File: src/rtl/skel_pkg.sv
// Skeletonization pass scheduler shared types.
// State encoding plus image and pass sizing helpers.
package skel_pkg;

  typedef enum logic [2:0] {
    IDLE,
    LOAD,
    SCAN,
    WAIT,
    WB,
    CHECK,
    DONE
  } state_t;

  function automatic int pix_count(input int n);
    return n * n;
  endfunction

  function automatic int pass_w(input int max_passes);
    return $clog2(max_passes + 1);
  endfunction

endpackage

File: src/rtl/skel_addr_counter.sv
// Pixel address counter with clear, enable and terminal flag.
// Used both for the load index and for the scan centre.
module skel_addr_counter #(
  parameter int W    = 6,
  parameter int LAST = 63
) (
  input  logic         clk,
  input  logic         rst_n,
  input  logic         clr,
  input  logic         en,
  output logic [W-1:0] cnt,
  output logic         last
);

  always_ff @(posedge clk) begin
    if (!rst_n) begin
      cnt <= '0;
    end else if (clr) begin
      cnt <= '0;
    end else if (en) begin
      cnt <= cnt + 1'b1;
    end
  end

  assign last = (cnt == W'(LAST));

endmodule

File: src/rtl/skel_pass_scheduler.sv
// Load / scan / writeback sequencer for the thinning kernel.
// Ping-pongs between two image banks until a pass is stable.
module skel_pass_scheduler
  import skel_pkg::*;
#(
  parameter int N          = 8,
  parameter int pixelWidth = 8,
  parameter int MAX_PASSES = 16,
  localparam int bitSize   = $clog2(pix_count(N)),
  localparam int PW        = pass_w(MAX_PASSES)
) (
  input  logic                  clk,
  input  logic                  rst_n,
  input  logic                  we,
  input  logic [pixelWidth-1:0] data_in,
  output logic                  load_ready,
  output logic                  ram_we,
  output logic [bitSize-1:0]    ram_addr,
  output logic [pixelWidth-1:0] ram_wdata,
  output logic                  rd_bank,
  output logic                  kern_start,
  output logic [bitSize-1:0]    kern_center,
  input  logic                  kern_done,
  input  logic [pixelWidth-1:0] kern_pixel,
  input  logic                  kern_changed,
  output logic                  busy,
  output logic                  done,
  output logic [PW-1:0]         pass_count
);

  state_t             state;
  logic               changed;
  logic               accept;
  logic [bitSize-1:0] load_cnt;
  logic [bitSize-1:0] c;
  logic               load_last;
  logic               c_last;
  logic               load_en;
  logic               load_clr;
  logic               c_en;
  logic               c_clr;
  logic [PW-1:0]      pass_next;

  assign load_ready = state inside {IDLE, LOAD, DONE};
  assign busy       = state inside {LOAD, SCAN, WAIT, WB, CHECK};
  assign done       = (state == DONE);
  assign accept     = we & load_ready;
  assign kern_center = c;
  assign pass_next  = pass_count + 1'b1;

  assign load_en  = accept & ~load_last;
  assign load_clr = accept & load_last;
  assign c_en     = (state == WB) & ~c_last;
  assign c_clr    = (state == WB) & c_last;

  skel_addr_counter #(
    .W    (bitSize),
    .LAST (pix_count(N) - 1)
  ) u_load_cnt (
    .clk   (clk),
    .rst_n (rst_n),
    .clr   (load_clr),
    .en    (load_en),
    .cnt   (load_cnt),
    .last  (load_last)
  );

  skel_addr_counter #(
    .W    (bitSize),
    .LAST (pix_count(N) - 1)
  ) u_center_cnt (
    .clk   (clk),
    .rst_n (rst_n),
    .clr   (c_clr),
    .en    (c_en),
    .cnt   (c),
    .last  (c_last)
  );

  always_ff @(posedge clk) begin
    if (!rst_n) begin
      state      <= IDLE;
      ram_we     <= 1'b0;
      ram_addr   <= '0;
      ram_wdata  <= '0;
      rd_bank    <= 1'b0;
      kern_start <= 1'b0;
      changed    <= 1'b0;
      pass_count <= '0;
    end else begin
      ram_we     <= 1'b0;
      kern_start <= 1'b0;
      unique case (state)
        IDLE, LOAD, DONE: begin
          if (accept) begin
            ram_we    <= 1'b1;
            ram_addr  <= load_cnt;
            ram_wdata <= data_in;
            if (state == DONE) begin
              pass_count <= '0;
              rd_bank    <= 1'b0;
            end
            // last pixel write overlaps the first kernel request
            if (load_last) begin
              state      <= SCAN;
              kern_start <= 1'b1;
              changed    <= 1'b0;
            end else begin
              state <= LOAD;
            end
          end
        end
        SCAN: state <= WAIT;
        WAIT: begin
          if (kern_done) begin
            ram_we    <= 1'b1;
            ram_addr  <= c;
            ram_wdata <= kern_pixel;
            changed   <= changed | kern_changed;
            state     <= WB;
          end
        end
        WB: begin
          if (c_last) begin
            state <= CHECK;
          end else begin
            state      <= SCAN;
            kern_start <= 1'b1;
          end
        end
        CHECK: begin
          pass_count <= pass_next;
          rd_bank    <= ~rd_bank;
          if (changed && (pass_next < PW'(MAX_PASSES))) begin
            state      <= SCAN;
            kern_start <= 1'b1;
            changed    <= 1'b0;
          end else begin
            state <= DONE;
          end
        end
        default: state <= IDLE;
      endcase
    end
  end

endmodule

File: config.mk
export PLATFORM = sky130hd
export DESIGN_NAME = skel_pass_scheduler
export DESIGN_NICKNAME = d
export VERILOG_FILES = /design/src/rtl/skel_pkg.sv /design/src/rtl/skel_addr_counter.sv /design/src/rtl/skel_pass_scheduler.sv
export SDC_FILE = /design/constraint.sdc
export NUM_CORES = 1
export LEC_CHECK = 0
export CAP_MARGIN = 10
export CORE_MARGIN = 8
export CORE_UTILIZATION = 52
export DETAILED_ROUTE_END_ITERATION = 8
export GPL_TIMING_DRIVEN = 0
export PLACE_DENSITY = 0.92
export SLEW_MARGIN = 30
export SYNTH_ARGS = -nofsm -noshare
export SYNTH_HDL_FRONTEND = slang
export SYNTH_SLANG_ARGS = --single-unit
File: constraint.sdc
create_clock -name clk -period 4.7 [get_ports clk]
set_input_delay 0.47 -clock clk [delete_from_list [all_inputs] [get_ports clk]]
set_output_delay 0.47 -clock clk [all_outputs]
set_load 0.05 [all_outputs]
==> results.sh, run 1 <==
export IMPL_cts_tree="yes"
export IMPL_synth_area_top_cells="sky130_fd_sc_hd__dfxtp_1 39%, sky130_fd_sc_hd__mux2i_1 7.6%, sky130_fd_sc_hd__nor2_1 4.4%, sky130_fd_sc_hd__o211a_1 4.1%, sky130_fd_sc_hd__nand2_1 3.8%"
export IMPL_layoutNonFillerInstCount=335
export IMPL_area_of_the_die_sq_mm=0.00602
export IMPL_insertedDiodeCount=0
export IMPL_final_util=0.719
export IMPL_power_per_cell_area_mw_per_mm2=304
export IMPL_syn_instance_count=228
export IMPL_finish_net_count=310
export IMPL_detail_route_wl_per_cell_um=15.5
export IMPL_cts_inserted_buffers=5
export IMPL_min_period_ns=2.80
export IMPL_synth_top_flop_cell="sky130_fd_sc_hd__dfxtp_1"
export IMPL_hold_buffers=0
export IMPL_io_buffers=51
export IMPL_setup_viol_count_final=0
export IMPL_multi_input_area_sq_mm=0.00113
export IMPL_vdd_ir_drop_max_mv=0.199
export IMPL_synth_simple_gate_area_frac=0.232
export IMPL_fraction_of_registers_with_async_set_reset=0
export IMPL_status="finished, final reports clean"
export IMPL_worstSetupEndpointType="output port"
export IMPL_gpl_final_weighted_congestion=0.860
export IMPL_post_synth_instance_area_sq_mm=0.00197
export IMPL_cp_data_arrival_time_ns=2.33
export IMPL_cts_buffer_depth=2
export IMPL_top_level_ports=52
export IMPL_syn_mean_instance_area_sq_um=8.65
export IMPL_synth_adder_area_share=0.0190
export IMPL_hpwlAfterDp_um=3930
export IMPL_cp_required_ns=4.23
export IMPL_ant_nets=0
export IMPL_setup_worst_path_start="state[2]"
export IMPL_routed_via_count=1928
export IMPL_numPlacedInstances=327
export IMPL_synthXorXnorAreaFrac=0.0266
export IMPL_postRouteWirelength_um=5180
export IMPL_seqCellArea_sq_um=761
export IMPL_seq_area_frac_synth=0.386
export IMPL_drt_first_iter_violations=117
export IMPL_clockRootBuffer="sky130_fd_sc_hd__clkbuf_8"
export IMPL_grt_use_total=0.173
export IMPL_vias_per_cell=5.76
export IMPL_h_tree_depth=2
export IMPL_synth_area_leader_cell="sky130_fd_sc_hd__dfxtp_1"
export IMPL_p_leak_nw=1.12
export IMPL_antenna_found_initial=0
export IMPL_maxCapViolations=0
export IMPL_clkSlewWorstSetupHoldPaths_ns=0.07
export IMPL_finalMaxSlewViolations=0
export IMPL_max_slew_margin_rel=0.486
export IMPL_fin_skew_ns=0.00207
export IMPL_core_rowCount=22
export IMPL_timing_hold_violations_final=0
export IMPL_clock_latency_ns=0.29
export IMPL_numClockSinks=38
export IMPL_min_delay_path_class="reg2reg"
export IMPL_drt_pre_antenna_iters=4
export IMPL_post_route_period_util=0.595
export IMPL_worstSetupEndpoint="busy"
export IMPL_worstReg2RegStart="state[1]"
export IMPL_die_height_um=77.6
export IMPL_worstMarginPinSlew_ns=0.762
export IMPL_timing_rr_end="changed"
export IMPL_first_global_vias=1822
export IMPL_post_route_drc_count=0
export IMPL_postSynthRegisterBits=38
export IMPL_design_power_total_mw=0.802
export IMPL_area_delta_synth_final_pct=33.6
export IMPL_ff2ff_path_depth=5
export IMPL_fraction_of_synthesized_cell_area_taken_by_the_top_area_cell_type=0.386
export IMPL_grt_first_pass_wirelength_um=8510
export IMPL_yosys_warnings=0
export IMPL_initial_utilization=0.539
export IMPL_core_area_sq_mm=0.00366
export IMPL_worst_path_max_fanout=10
export IMPL_post_cts_resize_count=0
export IMPL_edff_count_synth=0
export IMPL_main_combinational_cell_family_by_area_after_synthesis="simple AND/OR/NAND/NOR gates"
export IMPL_fillerInstances=286
export IMPL_grt_ovfl_total=0
export IMPL_max_freq_mhz=358
export IMPL_mappedNetlistNets=252
export IMPL_synth_compound_gate_area_share=0.220
export IMPL_fp_dieW_um=77.6
export IMPL_cts_post_setup_buffers_inserted=0
export IMPL_grt_start_max_net_pins=12
export IMPL_crit_type="reg2out"
export IMPL_fraction_of_final_layout_cells_with_drive_strength_greater_than_1=0.0697
export IMPL_synthDistinctLibCells=47
export IMPL_synth_mux_area_fraction=0.0761
export IMPL_grt_setup_unrepaired="false"
export IMPL_setup_worst_path_start_class="flop"
export IMPL_reg2reg_slack_ns=2.65
export IMPL_setup_total_negative_slack_ns=0
==> state kept, by name, summed over array words and instances, names as in the netlist <==
name	cells
rd_bank	1
changed	1
kern_start	1
ram_we	1
ram_wdata	8
state	3
pass_count	5
ram_addr	6
u_center_cnt.cnt	6
u_load_cnt.cnt	6
==> cell type report <==
type / instances / area share
well taps: 48 / 0.0228
plain buffers: 14 / 0.0233
multi-input cells: 171 / 0.429
inverters: 5 / 0.00713
clock inverters: 1 / 0.00190
repair buffers: 51 / 0.194
clock buffers: 7 / 0.0328
flip-flops and latches: 38 / 0.289
==> cell usage after synthesis (2+ instances only) <==
library cell               count
sky130_fd_sc_hd__a22oi_1       2
sky130_fd_sc_hd__xor2_1        5
sky130_fd_sc_hd__or3b_1        2
sky130_fd_sc_hd__inv_1         5
sky130_fd_sc_hd__nand2_1      20
sky130_fd_sc_hd__nor3_1        6
sky130_fd_sc_hd__nor2b_1       4
sky130_fd_sc_hd__and2_1        4
sky130_fd_sc_hd__o21ai_0      15
sky130_fd_sc_hd__nand3b_1      4
sky130_fd_sc_hd__ha_1          3
sky130_fd_sc_hd__nand2b_1      2
sky130_fd_sc_hd__and4_1        2
sky130_fd_sc_hd__a21oi_1      12
sky130_fd_sc_hd__a31oi_1       2
sky130_fd_sc_hd__o211a_1       8
sky130_fd_sc_hd__dfxtp_1      38
sky130_fd_sc_hd__or3_1         2
sky130_fd_sc_hd__and3_1        2
sky130_fd_sc_hd__clkbuf_1      6
sky130_fd_sc_hd__mux2i_1      15
sky130_fd_sc_hd__nand3_1       4
sky130_fd_sc_hd__a211oi_1      7
sky130_fd_sc_hd__o32ai_1       2
sky130_fd_sc_hd__and3b_1       2
sky130_fd_sc_hd__nor2_1       23
sky130_fd_sc_hd__o211ai_1      4
sky130_fd_sc_hd__o31ai_1       2
sky130_fd_sc_hd__buf_2         7
==> worst min path at each step <==
| stage | startpoint | end | cells past startpoint |
|---|---|---|---|
| final | ram_wdata[1] | ram_wdata[1] | 1 |
| after CTS | ram_addr[3] | ram_addr[3] | 2 |
| after global routing | ram_addr[0] | ram_addr[0] | 1 |
| after floorplan | changed | changed | 2 |
| after global placement | ram_wdata[0] | ram_wdata[0] | 1 |
| after detailed placement | ram_wdata[0] | ram_wdata[0] | 1 |
==> kinds of logic after synthesis <==
| group | after synthesis |
|---|---|
| AND/OR/NAND/NOR | 85 |
| AO/OA/AOI/OAI | 62 |
| flip-flops | 38 |
| buffers and inverters | 19 |
| multiplexers | 15 |
| XOR/XNOR | 6 |
| adder cells (fa/ha/maj) | 3 |
==> metrics by stage <==
step	hold WS (ns)	instance area [sq um]	worst slack, ns
final	0.500	2630	1.90
after global routing	0.525	2630	1.75
after CTS	0.503	2630	1.89
after detailed placement	0.490	2540	2.21
after global placement	0.479	2540	2.24
after floorplan	0.463	1970	2.55
==> per-layer routing <==
layer  global-route usage  vias to the layer above  share of wire
li1                     -                      950              -
met1                0.186                      905           0.41
met3               0.0553                       10          0.064
met4               0.0830                        0          0.024
met2                0.302                       63           0.51
met5                    0                        -              0
==> power breakdown <==
part	internal (mW)	switching, mW	total [mW]	leakage, nW
combinational	0.0846	0.133	0.218	0.764
sequential	0.342	0.0131	0.355	0.310
clock	0.118	0.111	0.229	0.0482
==> cell usage in the layout (no fill, tap or decap), types with 2 or more instances in the layout <==
cell                              count
sky130_fd_sc_hd__clkdlybuf4s50_1     51
sky130_fd_sc_hd__o211a_1              8
sky130_fd_sc_hd__and3b_1              2
sky130_fd_sc_hd__a211oi_1             7
sky130_fd_sc_hd__nor2_1              23
sky130_fd_sc_hd__clkbuf_1             7
sky130_fd_sc_hd__inv_1                5
sky130_fd_sc_hd__a22oi_1              2
sky130_fd_sc_hd__ha_1                 3
sky130_fd_sc_hd__a21oi_1             12
sky130_fd_sc_hd__and3_1               2
sky130_fd_sc_hd__dfxtp_1             38
sky130_fd_sc_hd__o31ai_1              2
sky130_fd_sc_hd__nand3_1              4
sky130_fd_sc_hd__or3b_1               2
sky130_fd_sc_hd__clkbuf_8             6
sky130_fd_sc_hd__and2_1               4
sky130_fd_sc_hd__nand2_1             20
sky130_fd_sc_hd__buf_2                7
sky130_fd_sc_hd__and4_1               2
sky130_fd_sc_hd__or3_1                2
sky130_fd_sc_hd__nand3b_1             4
sky130_fd_sc_hd__a31oi_1              2
sky130_fd_sc_hd__o211ai_1             4
sky130_fd_sc_hd__o32ai_1              2
sky130_fd_sc_hd__mux2i_1             15
sky130_fd_sc_hd__o21ai_0             15
sky130_fd_sc_hd__nor2b_1              4
sky130_fd_sc_hd__nor3_1               6
sky130_fd_sc_hd__xor2_1               5
sky130_fd_sc_hd__nand2b_1             2
==> worst max-delay path, cell delays in order, from the launching register on <==
cell,delay (ns)
sky130_fd_sc_hd__dfxtp_1,0.44
sky130_fd_sc_hd__buf_2,0.23
sky130_fd_sc_hd__clkbuf_1,0.34
sky130_fd_sc_hd__nor3_1,0.08
sky130_fd_sc_hd__a21oi_1,0.13
sky130_fd_sc_hd__clkdlybuf4s50_1,0.81
No activity file was read; power rests on OpenSTA's default activity.
==> run 2, diff against run 1 <==
--- a/config.mk
+++ b/config.mk
@@ -7,10 +7,10 @@
 export LEC_CHECK = 0
 export CAP_MARGIN = 10
 export CORE_MARGIN = 8
-export CORE_UTILIZATION = 52
+export CORE_UTILIZATION = 44
 export DETAILED_ROUTE_END_ITERATION = 8
 export GPL_TIMING_DRIVEN = 0
-export PLACE_DENSITY = 0.92
+export PLACE_DENSITY = 0.83
 export SLEW_MARGIN = 30
 export SYNTH_ARGS = -nofsm -noshare
 export SYNTH_HDL_FRONTEND = slang
==> constraint.sdc (replaced) <==
create_clock -name clk -period 2.53 [get_ports clk]
set_input_delay 0.253 -clock clk [delete_from_list [all_inputs] [get_ports clk]]
set_output_delay 0.253 -clock clk [all_outputs]
set_load 0.05 [all_outputs]
==> run 2 against run 1 <==
Against the previous run:
- core utilization down 11 points
- clock skew increased by 0.0018 ns
- largest power group unchanged
- first-iteration DRC count is 14% higher
- register-to-register slack worse by 2.0 ns
- total power is 88% higher
- setup slack worse by 1.7 ns
- design area grew 0.28%
- largest cell class unchanged
- via count fell by 1.9%
- count of clock-buffer cells in the layout down 1
- worst hold slack hardly changed
==> results.sh, run 2 (synthesis gave the netlist of run 1 again) <==
export IMPL_initial_utilization=0.456
export IMPL_cts_buffer_depth=2
export IMPL_clkSlewWorstSetupHoldPaths_ns=0.08
export IMPL_numPlacedInstances=331
export IMPL_max_slew_margin_rel=0.585
export IMPL_power_per_cell_area_mw_per_mm2=571
export IMPL_top_layer="met4"
export IMPL_detail_route_wl_per_cell_um=15.7
export IMPL_critPathMaxStageDelay_ns=0.54
export IMPL_p_leak_nw=1.12
export IMPL_clockRootBuffer="sky130_fd_sc_hd__clkbuf_8"
export IMPL_hpwlAfterDp_um=3940
export IMPL_setup_viol_count_final=0
export IMPL_max_freq_mhz=427
export IMPL_area_of_the_die_sq_mm=0.00688
export IMPL_h_tree_depth=2
export IMPL_post_route_period_util=0.926
export IMPL_vias_per_cell=5.58
export IMPL_seqCellArea_sq_um=761
export IMPL_hold_buffers=0
export IMPL_grt_setup_unrepaired="false"
export IMPL_min_period_ns=2.34
export IMPL_vdd_ir_drop_max_mv=0.476
export IMPL_timing_hold_violations_final=0
export IMPL_largest_register_ffs=8
export IMPL_setup_total_negative_slack_ns=0
export IMPL_min_to="ram_wdata[7]"
export IMPL_insertedDiodeCount=0
export IMPL_cp_required_ns=2.28
export IMPL_worstMarginPinSlew_ns=0.616
export IMPL_fillerInstances=394
export IMPL_top_level_ports=52
export IMPL_first_global_vias=1761
export IMPL_worstReg2RegStart="state[1]"
export IMPL_placement_setup_worst_slack_ns=0.259
export IMPL_finish_net_count=310
export IMPL_worstSetupEndpointType="output port"
export IMPL_finalMaxSlewViolations=0
export IMPL_numClockSinks=38
export IMPL_multi_input_area_sq_mm=0.00113
export IMPL_cpMaxStageDelayCell="sky130_fd_sc_hd__dlygate4sd2_1"
export IMPL_crit_type="reg2out"
export IMPL_drt_first_iter_violations=133
export IMPL_post_route_drc_count=0
export IMPL_cts_post_setup_buffers_inserted=0
export IMPL_antenna_found_initial=0
export IMPL_fin_ws_ns=0.187
export IMPL_setup_worst_path_start_class="flop"
export IMPL_routed_via_count=1891
export IMPL_ff2ff_path_depth=7
export IMPL_fraction_of_final_layout_cells_with_drive_strength_greater_than_1=0.0732
export IMPL_fin_skew_ns=0.00385
export IMPL_ant_nets=0
export IMPL_grt_use_total=0.148
export IMPL_grt_start_max_net_pins=13
export IMPL_cts_tree="yes"
export IMPL_layoutNonFillerInstCount=339
export IMPL_min_delay_path_class="reg2reg"
export IMPL_postRouteWirelength_um=5320
export IMPL_cts_inserted_buffers=5
export IMPL_timing_hold_worst_path_depth=2
export IMPL_path_buf_inv=3
export IMPL_fp_dieW_um=82.9
export IMPL_worst_hold_startpoint="ram_wdata[7]"
export IMPL_area_delta_synth_final_pct=33.9
export IMPL_grt_first_pass_wirelength_um=8710
export IMPL_core_area_sq_mm=0.00432
export IMPL_core_rowCount=24
export IMPL_drt_pre_antenna_iters=4
export IMPL_reg2reg_slack_ns=0.63
export IMPL_clock_latency_ns=0.29
export IMPL_status="finished, final reports clean"
export IMPL_gpl_final_weighted_congestion=0.877
export IMPL_met3_length_um=270
export IMPL_m1WireLength_um=2230
export IMPL_worstPathCellList="buf_2 -> clkbuf_1 -> nor3_1 -> a21oi_1 -> dlygate4sd2_1"
export IMPL_timing_rr_end="ram_addr[1]"
export IMPL_die_height_um=82.9
export IMPL_grt_ovfl_total=0
export IMPL_io_buffers=51
export IMPL_final_common_cell="sky130_fd_sc_hd__clkdlybuf4s50_1"
export IMPL_worst_path_max_fanout=10
export IMPL_cpLargestDelayFamily="buffers and inverters"
export IMPL_top_register="ram_wdata"
export IMPL_maxCapViolations=0
export IMPL_dr_wl_met2_um=2750
export IMPL_layout_cells_most_common_list="50 x sky130_fd_sc_hd__clkdlybuf4s50_1, 38 x sky130_fd_sc_hd__dfxtp_1, 23 x sky130_fd_sc_hd__nor2_1"
export IMPL_cp_data_arrival_time_ns=2.09
[run 2: cell types whose count changed in the layout (fill, tap and decap cells not counted)]
cell,before,now
sky130_fd_sc_hd__clkbuf_1,7,6
sky130_fd_sc_hd__clkdlybuf4s50_1,51,50
sky130_fd_sc_hd__clkinvlp_4,0,1
sky130_fd_sc_hd__dlygate4sd2_1,0,1
[run 2: tightest hold or removal path, cell delays in order, from the launching register on]
cell                       delay (ns)
sky130_fd_sc_hd__dfxtp_1         0.31
sky130_fd_sc_hd__nor2_1          0.09
sky130_fd_sc_hd__a211oi_1        0.05
[run 2: per-layer routing]
metal,GRT usage,vias up
li1,-,948
met1,0.170,882
met2,0.259,52
met3,0.0371,9
met4,0.0463,0
met5,0,-
[run 2: what timing repair did]
item	CTS	global route
endpoints found under the setup margin	1	0
gates resized for setup	1	0
hold endpoints to repair	0	0
[run 2: final cells by class]
| class | instances | share of cell area |
|---|---|---|
| tap | 52 | 0.0246 |
| multi-input combinational | 171 | 0.428 |
| inverter | 5 | 0.00711 |
| sequential | 38 | 0.288 |
| timing repair buffer | 51 | 0.193 |
| clock inverter | 2 | 0.00474 |
| clock buffer | 6 | 0.0313 |
| buffer | 14 | 0.0232 |
[run 2: stage by stage]
step | total power, mW | hold WS, ns | area (sq um) | utilization
floorplan | 0.939 | 0.403 | 1970 | -
global placement | 1.07 | 0.480 | 2550 | 0.589
detailed placement | 1.08 | 0.488 | 2550 | 0.589
CTS | 1.52 | 0.505 | 2640 | 0.611
global route | 1.58 | 0.522 | 2640 | 0.611
finish | 1.51 | 0.500 | 2640 | 0.611
[run 2: where the power goes]
part           internal, mW  switching [mW]  leakage, nW
clock                 0.219           0.225       0.0472
combinational         0.154           0.250        0.767
sequential            0.635          0.0254        0.310
[run 2: how the worst max path moves through the flow]
stage / start / endpoint / slack, ns / cells past startpoint
floorplan: state[0] / u_load_cnt.cnt[5] / 0.60 / 5
global placement: state[2] / busy / 0.27 / 5
detailed placement: state[2] / busy / 0.26 / 5
CTS: state[2] / busy / 0.21 / 5
global route: state[2] / busy / 0.05 / 5
finish: state[2] / busy / 0.19 / 5
